==> src/rtl/counter_10000_ctrl.sv <==
// Debounced run/stop, clear and mode buttons controlling a 0..9999 decimal counter
// that steps once every TICK_DIV clocks while running.
module counter_10000_ctrl #(
   parameter int TICK_DIV = 10_000_000,
   parameter int DB_LEN   = 1_000_000
) (
   input  logic        clk,
   input  logic        rst,
   input  logic        btn_run_stop,
   input  logic        btn_clear,
   input  logic        btn_mode,
   output logic [13:0] counter,
   output logic        running,
   output logic        mode_down,
   output logic        tick
);

   localparam int DIV_W = (TICK_DIV > 1) ? $clog2(TICK_DIV) : 1;
   localparam int DBC_W = (DB_LEN > 1) ? $clog2(DB_LEN) : 1;
   localparam logic [DIV_W-1:0] DIV_MAX = DIV_W'(TICK_DIV - 1);
   localparam logic [DBC_W-1:0] DBC_MAX = DBC_W'(DB_LEN - 1);
   localparam logic [13:0]      CNT_MAX = 14'd9999;

   typedef enum logic [1:0] {
      ST_STOP  = 2'd0,
      ST_RUN   = 2'd1,
      ST_CLEAR = 2'd2
   } state_t;

   logic [2:0] btn_raw;
   logic [2:0] press;

   assign btn_raw = {btn_mode, btn_clear, btn_run_stop};

   // Bit 0 = run/stop, bit 1 = clear, bit 2 = mode.
   for (genvar gi = 0; gi < 3; gi++) begin : g_btn
      logic             sync1_q;
      logic             sync2_q;
      logic             db_lvl_q;
      logic             db_lvl_d;
      logic             db_lvl_dly_q;
      logic [DBC_W-1:0] db_cnt_q;
      logic [DBC_W-1:0] db_cnt_d;

      always_comb begin
         db_cnt_d = '0;
         db_lvl_d = db_lvl_q;
         if (sync2_q != db_lvl_q) begin
            if (db_cnt_q == DBC_MAX) begin
               db_lvl_d = sync2_q;
            end else begin
               db_cnt_d = db_cnt_q + DBC_W'(1);
            end
         end
      end

      always_ff @(posedge clk or posedge rst) begin
         if (rst) begin
            sync1_q      <= 1'b0;
            sync2_q      <= 1'b0;
            db_lvl_q     <= 1'b0;
            db_lvl_dly_q <= 1'b0;
            db_cnt_q     <= '0;
         end else begin
            sync1_q      <= btn_raw[gi];
            sync2_q      <= sync1_q;
            db_lvl_q     <= db_lvl_d;
            db_lvl_dly_q <= db_lvl_q;
            db_cnt_q     <= db_cnt_d;
         end
      end

      assign press[gi] = db_lvl_q & ~db_lvl_dly_q;
   end

   state_t           state_q, state_d;
   logic [DIV_W-1:0] div_q, div_d;
   logic [13:0]      counter_q, counter_d;
   logic             mode_down_q, mode_down_d;
   logic             running_q, running_d;
   logic             tick_w;
   logic [13:0]      step_val;

   assign tick_w = (state_q == ST_RUN) && (div_q == DIV_MAX);

   always_comb begin
      step_val = '0;
      if (counter_q > CNT_MAX) begin
         step_val = '0;
      end else if (mode_down_q) begin
         step_val = (counter_q == 14'd0) ? CNT_MAX : counter_q - 14'd1;
      end else begin
         step_val = (counter_q == CNT_MAX) ? 14'd0 : counter_q + 14'd1;
      end
   end

   always_comb begin
      state_d     = state_q;
      div_d       = div_q;
      counter_d   = counter_q;
      mode_down_d = mode_down_q;
      case (state_q)
         ST_STOP: begin
            if (press[1]) begin
               state_d = ST_CLEAR;
            end else if (press[0]) begin
               state_d = ST_RUN;
            end
         end
         ST_RUN: begin
            div_d = tick_w ? '0 : div_q + DIV_W'(1);
            if (tick_w) begin
               counter_d = step_val;
            end
            if (press[0]) begin
               state_d = ST_STOP;
            end
         end
         ST_CLEAR: begin
            counter_d = '0;
            div_d     = '0;
            state_d   = ST_STOP;
         end
         default: begin
            state_d = ST_STOP;
         end
      endcase
      if (press[2]) begin
         mode_down_d = ~mode_down_q;
      end
      running_d = (state_d == ST_RUN);
   end

   always_ff @(posedge clk or posedge rst) begin
      if (rst) begin
         state_q     <= ST_STOP;
         div_q       <= '0;
         counter_q   <= '0;
         mode_down_q <= 1'b0;
         running_q   <= 1'b0;
      end else begin
         state_q     <= state_d;
         div_q       <= div_d;
         counter_q   <= counter_d;
         mode_down_q <= mode_down_d;
         running_q   <= running_d;
      end
   end

   assign counter   = counter_q;
   assign running   = running_q;
   assign mode_down = mode_down_q;
   assign tick      = tick_w;

endmodule

==> config.mk <==
export PLATFORM = sky130hd
export DESIGN_NAME = counter_10000_ctrl
export DESIGN_NICKNAME = d
export VERILOG_FILES = /design/src/rtl/counter_10000_ctrl.sv
export SDC_FILE = /design/constraint.sdc
export NUM_CORES = 1
export LEC_CHECK = 0
export CORE_ASPECT_RATIO = 2
export CORE_MARGIN = 2
export CORE_UTILIZATION = 30
export CTS_CLUSTER_SIZE = 16
export DETAILED_ROUTE_END_ITERATION = 8
export PLACE_DENSITY_LB_ADDON = 0.05
export SKIP_LAST_GASP = 1
export SYNTH_ARGS = -nofsm -noshare
export SYNTH_HDL_FRONTEND = slang
export SYNTH_SLANG_ARGS = --single-unit
==> constraint.sdc <==
create_clock -name clk -period 3.45 [get_ports clk]
set_input_delay 0.69 -clock clk [delete_from_list [all_inputs] [get_ports clk]]
set_output_delay 0.69 -clock clk [all_outputs]
set_load 0.01 [all_outputs]
== After elaboration in Yosys (flattened, before gate mapping) ==
Index checks and enable logic that the tools add are counted.
Storage, ports and cells
  memories kept: 0
  ROM bits: 0
  RAM bits: 0
  bits of input ports: 5
  latch bits: 0
  flip-flop bits (word level): 114
  word-level logic and storage cells: 72
Operators by class
  div/mod/pow operators: 0
  order comparisons: 1
  bitwise gates (word level): 7
  multiplexer cells: 18
  $mul: 0
  eq/ne operators: 12
  shifts and indexed selects: 0
  reductions and logical operators: 8
  add/sub/neg operators: 6
Operators with widths (number)
  $mux W20: 6
  $mux W14: 5
  $add A20 B1 Y20 const B: 3
  $eq A20 B20 Y1 const B: 3
  $pmux W24 S2: 1
  $pmux W14 S2: 1
  $add A24 B1 Y24 const B: 1
  $eq A24 B24 Y1 const B: 1
  $mux W24: 1
  $add A14 B1 Y14 const B: 1
  $eq A14 B14 Y1 const B: 1
  $gt A14 B14 Y1 const B: 1
  $logic_not A14 Y1: 1
  $sub A14 B1 Y14 const B: 1
  $reduce_and A2 Y1: 4
  $mux W2: 3
  $eq A2 B1 Y1 const B: 2
  $not A1 Y1: 4
  $pmux W2 S2: 1
  $and A1 B1 Y1: 3
  $ne A1 B1 Y1: 3
  $eq A2 B2 Y1 const B: 1
  $logic_not A2 Y1: 1
  $ne A2 B2 Y1 const B: 1
  other kinds (2): 2

== Longest topological paths before layout ==
Gate-level depths: netlist (run 1).
  depth after elaboration: 6
  gate-level depth with buffers: 8

== Worst setup path after synthesis (run 1) ==
OpenSTA, ideal clock, no wires.
  kind: reg2reg
  start: reg div_q[22]
  end: reg counter_q[4] (netlist: counter[4])
  path buffers: 0
  path slack: 1.045 ns
  setup time: 0.077 ns
  arrival: 2.328 ns
  period minus slack after synthesis: 2.405 ns
  stages on the path, launching flop included: 6
  cells stage by stage: dfrtp_1 or4b_1 or4_4 or4_4 a211o_1 o21ai_1
Between the ends
  longest elaborated chain between the ends: 4
Ends and longest elaborated chain
  start: declaration: RTL line 77  | logic [DIV_W-1:0] div_q, div_d;
  start signal: assignment: RTL line 143  | div_q <= div_d;
  $eq A24 B24 Y1: RTL line 84  | assign tick_w = (state_q == ST_RUN) && (div_q == DIV_MAX);
  $logic_and A1 B1 Y1: RTL line 84
  $ne A2 B2 Y1 (no line)
  $reduce_and A2 Y1 (no line)
  end signal: assignment: RTL line 144  | counter_q <= counter_d;
  end: declaration: RTL line 78  | logic [13:0] counter_q, counter_d;
No other way between the ends.
A chain may end at the register's enable or synchronous reset.

== Final worst setup path (run 1) ==
  start: reg div_q[22]
  end: out tick
Between the ends
  longest elaborated chain between the ends: 2
Ends and longest elaborated chain
  $eq A24 B24 Y1: RTL line 84
  $logic_and A1 B1 Y1: RTL line 84
  end: declaration: RTL line 15  | output logic tick
No other way between the ends.

==> results.cfg, run 1 <==
[outcome]
run_status = complete, no violations

[worst_hold_path]
holdCritStartpoint = g_btn[0].sync1_q
hold_class = reg -> reg
whs_endpoint = g_btn[0].sync2_q
hold_path_depth = 0

[grt]
grtUsageMet3 = 0.0298
overflow = 0
antenna_found_initial = 0
grt_pass1_wl_um = 26700
grt_pass1_vias = 5227
grt_max_degree = 115
grt.busiest_layer = met2
use_met1 = 0.150
use_met2 = 0.319
grt.total_usage = 0.160

[sta]
slew_headroom = 0.409
fin_crit_ns = 3.32
fin_skew_ns = 0.00873
finalHoldViolCount = 0
finalMaxSlewViolations = 0
whs_ns = 0.349
worstMarginPinSlew_ns = 0.887
fmax_mhz = 302
setup_tns_ns = 0
min_period_over_period = 0.961
rsz0062_at_grt = no
setup_slack_ns = 0.133
finalSetupViolCount = 0

[setup_path]
r2r_slack_ns = 0.82
worstPathCellList = or4b_1, or4_4, nor2_1, clkdlybuf4s50_1
end_kind = primary output
reg2reg_from = state_q[1]
critPathKind = reg -> out
cp-start-kind = flop
crit_path_max_incr_delay_ns = 0.56
reg2regPathDepth = 8
cp-startpoint = div_q[22]
worst-path-max-fanout = 5
worstPathRequired_ns = 2.76
arrival_ns = 2.63
critPathSlowestCell = or4b_1
r2r_end = div_q[10]

[synth]
synthDistinctLibCells = 60
yosys_register_bits = 114
syn_avg_cell_area_sq_um = 9.45
synth_edf_count = 0
synth-main-ff-cell = dfrtp_1
ys_warn_count = 0
syn_area_sq_um = 6080
ys_async_sr_fraction = 1.00
syn_nets = 657
netlist_instances = 643
seq_area_frac_synth = 0.470

[cts]
cts_num_sinks = 114
cts-htree-levels = 4
root_buffer = clkbuf_16
cts-hold-fix-buffers = 0
post_cts_buffers = 0
clk_latency_ns = 0.43
cts_made_buffers = 17
path_clk_slew_ns = 0.05
cts_resized = 0
clockBufferDepth = 2
cts_tree = yes

[route]
ant_nets = 0
drt_iter0_drc = 150
vias_per_cell = 5.14
routedWlPerCell_um = 16.8
drt_wl_total_um = 15900
num_vias = 4873
drcViolationCount = 0
dr.pass1.iters = 5

[floorplan]
coreArea_sq_um = 19900
dieArea_sq_um = 21500
die_y_um = 205
die_x_um = 105
ios = 22
start_util = 0.305
core.rowCount = 73

[cells_and_area]
finalNetCount = 687
fillers = 2105
n_antenna_cell = 0
layout-drive-gt1-share = 0.0889
regArea_sq_um = 2850
syn_to_final_growth_pct = 19.0
final_common_cell = dfrtp_1
design_area_sq_um = 7230
layout_common_cells = dfrtp_1, nor2_1, nand2_1
multi_input_area_sq_um = 3040

[placement]
io_buffers = 21
post-place-ws_ns = 0.563
dpl_cell_area_sq_um = 6650
gp_congestion = 0.852
dp_hpwl_um = 11200

[power]
power_density_nw_per_um2 = 439
vdd_drop_max_mv = 0.284
p_total_mw = 3.17
power.leakage_nw = 3.04

[job]
drv_cap = 0
-- synthesized netlist by cell type, drive strengths merged (3+ instances only) --
cell    count  area (sq um)
a21o       12          90.1
a21oi      10          50.1
a22o       12           106
a31oi       8          50.1
and2        3          18.8
and3       15          93.8
and4       10          88.8
buf         3          12.5
clkbuf     22          82.6
dfrtp     114          2850
ha          9           113
inv        23          86.3
mux2        5          56.3
mux2i       6          60.1
nand2      41           154
nand2b      3          18.8
nand3      37           185
nand3b      3          22.5
nand4      28           175
nor2       83           312
nor2b       6          37.5
nor3       24           120
nor3b       3          22.5
nor4       16           100
nor4b       4          35.0
o21ai      27           135
or2         5          31.3
or3         5          31.3
or4         5          45.0
xnor2      33           289
xor2       35           307
-- critical path: cells and delay by family, from the launching register on --
| family | cells | cell delay [ns] |
|---|---|---|
| buf+inv | 1 | 0.56 |
| flops | 1 | 0.41 |
| simple gates | 3 | 1.24 |
-- power by group --
| part | switching (mW) | internal [mW] | leakage, nW | total [mW] |
|---|---|---|---|---|
| Sequential | 0.0102 | 1.35 | 1.57 | 1.36 |
| Clock | 0.636 | 1.11 | 0.282 | 1.75 |
| Combinational | 0.0461 | 0.0167 | 1.18 | 0.0628 |
-- layout make-up --
cell class / instances / area share
clock inverter: 10 / 0.0149
clock buffer: 22 / 0.0656
sequential: 114 / 0.395
tap: 262 / 0.0453
timing repair buffer: 36 / 0.0464
multi-input combinational: 480 / 0.420
inverter: 24 / 0.0130
-- state kept, by name, indices dropped and copies added (netlist names) --
| register | flops |
|---|---|
| g_btn.db_lvl_q | 3 |
| state_q | 2 |
| div_q | 24 |
| g_btn.sync2_q | 3 |
| g_btn.sync1_q | 3 |
| g_btn.db_lvl_dly_q | 3 |
| counter | 14 |
| mode_down | 1 |
| running | 1 |
| g_btn.db_cnt_q | 60 |
-- cell families after synthesis --
kind of cell | synth area share
simple gates | 0.262
flops | 0.470
compound gates | 0.103
xor+xnor | 0.0980
buf+inv | 0.0305
mux | 0.0192
fa+ha+maj | 0.0185
-- worst max-delay path by stage --
stage | to | slack (ns) | cells past startpoint
after floorplan | counter[4] | 1.04 | 5
after global placement | tick | 0.54 | 4
after detailed placement | tick | 0.56 | 4
after CTS | tick | 0.10 | 4
after global routing | tick | 0.07 | 4
final | tick | 0.13 | 4
-- routing by layer --
metal / vias to the layer above / share of wire
met5: - / 0
met4: 0 / 0.037
met3: 33 / 0.024
met2: 76 / 0.57
met1: 2404 / 0.37
li1: 2360 / -
-- through the flow --
step | cells | utilization
2_1_floorplan | 643 | -
3_3_place_gp | 916 | 0.334
3_5_place_dp | 916 | 0.334
4_1_cts | 948 | 0.363
5_1_grt | 948 | 0.363
6_report | 948 | 0.363
No activity file was read; power rests on OpenSTA's default activity.
==> run 2: changes to the inputs <==
- SKIP_LAST_GASP: 1 -> default
==> results of run 2 <==
The final DEF is identical to that of run 1; final timing and power are the same.
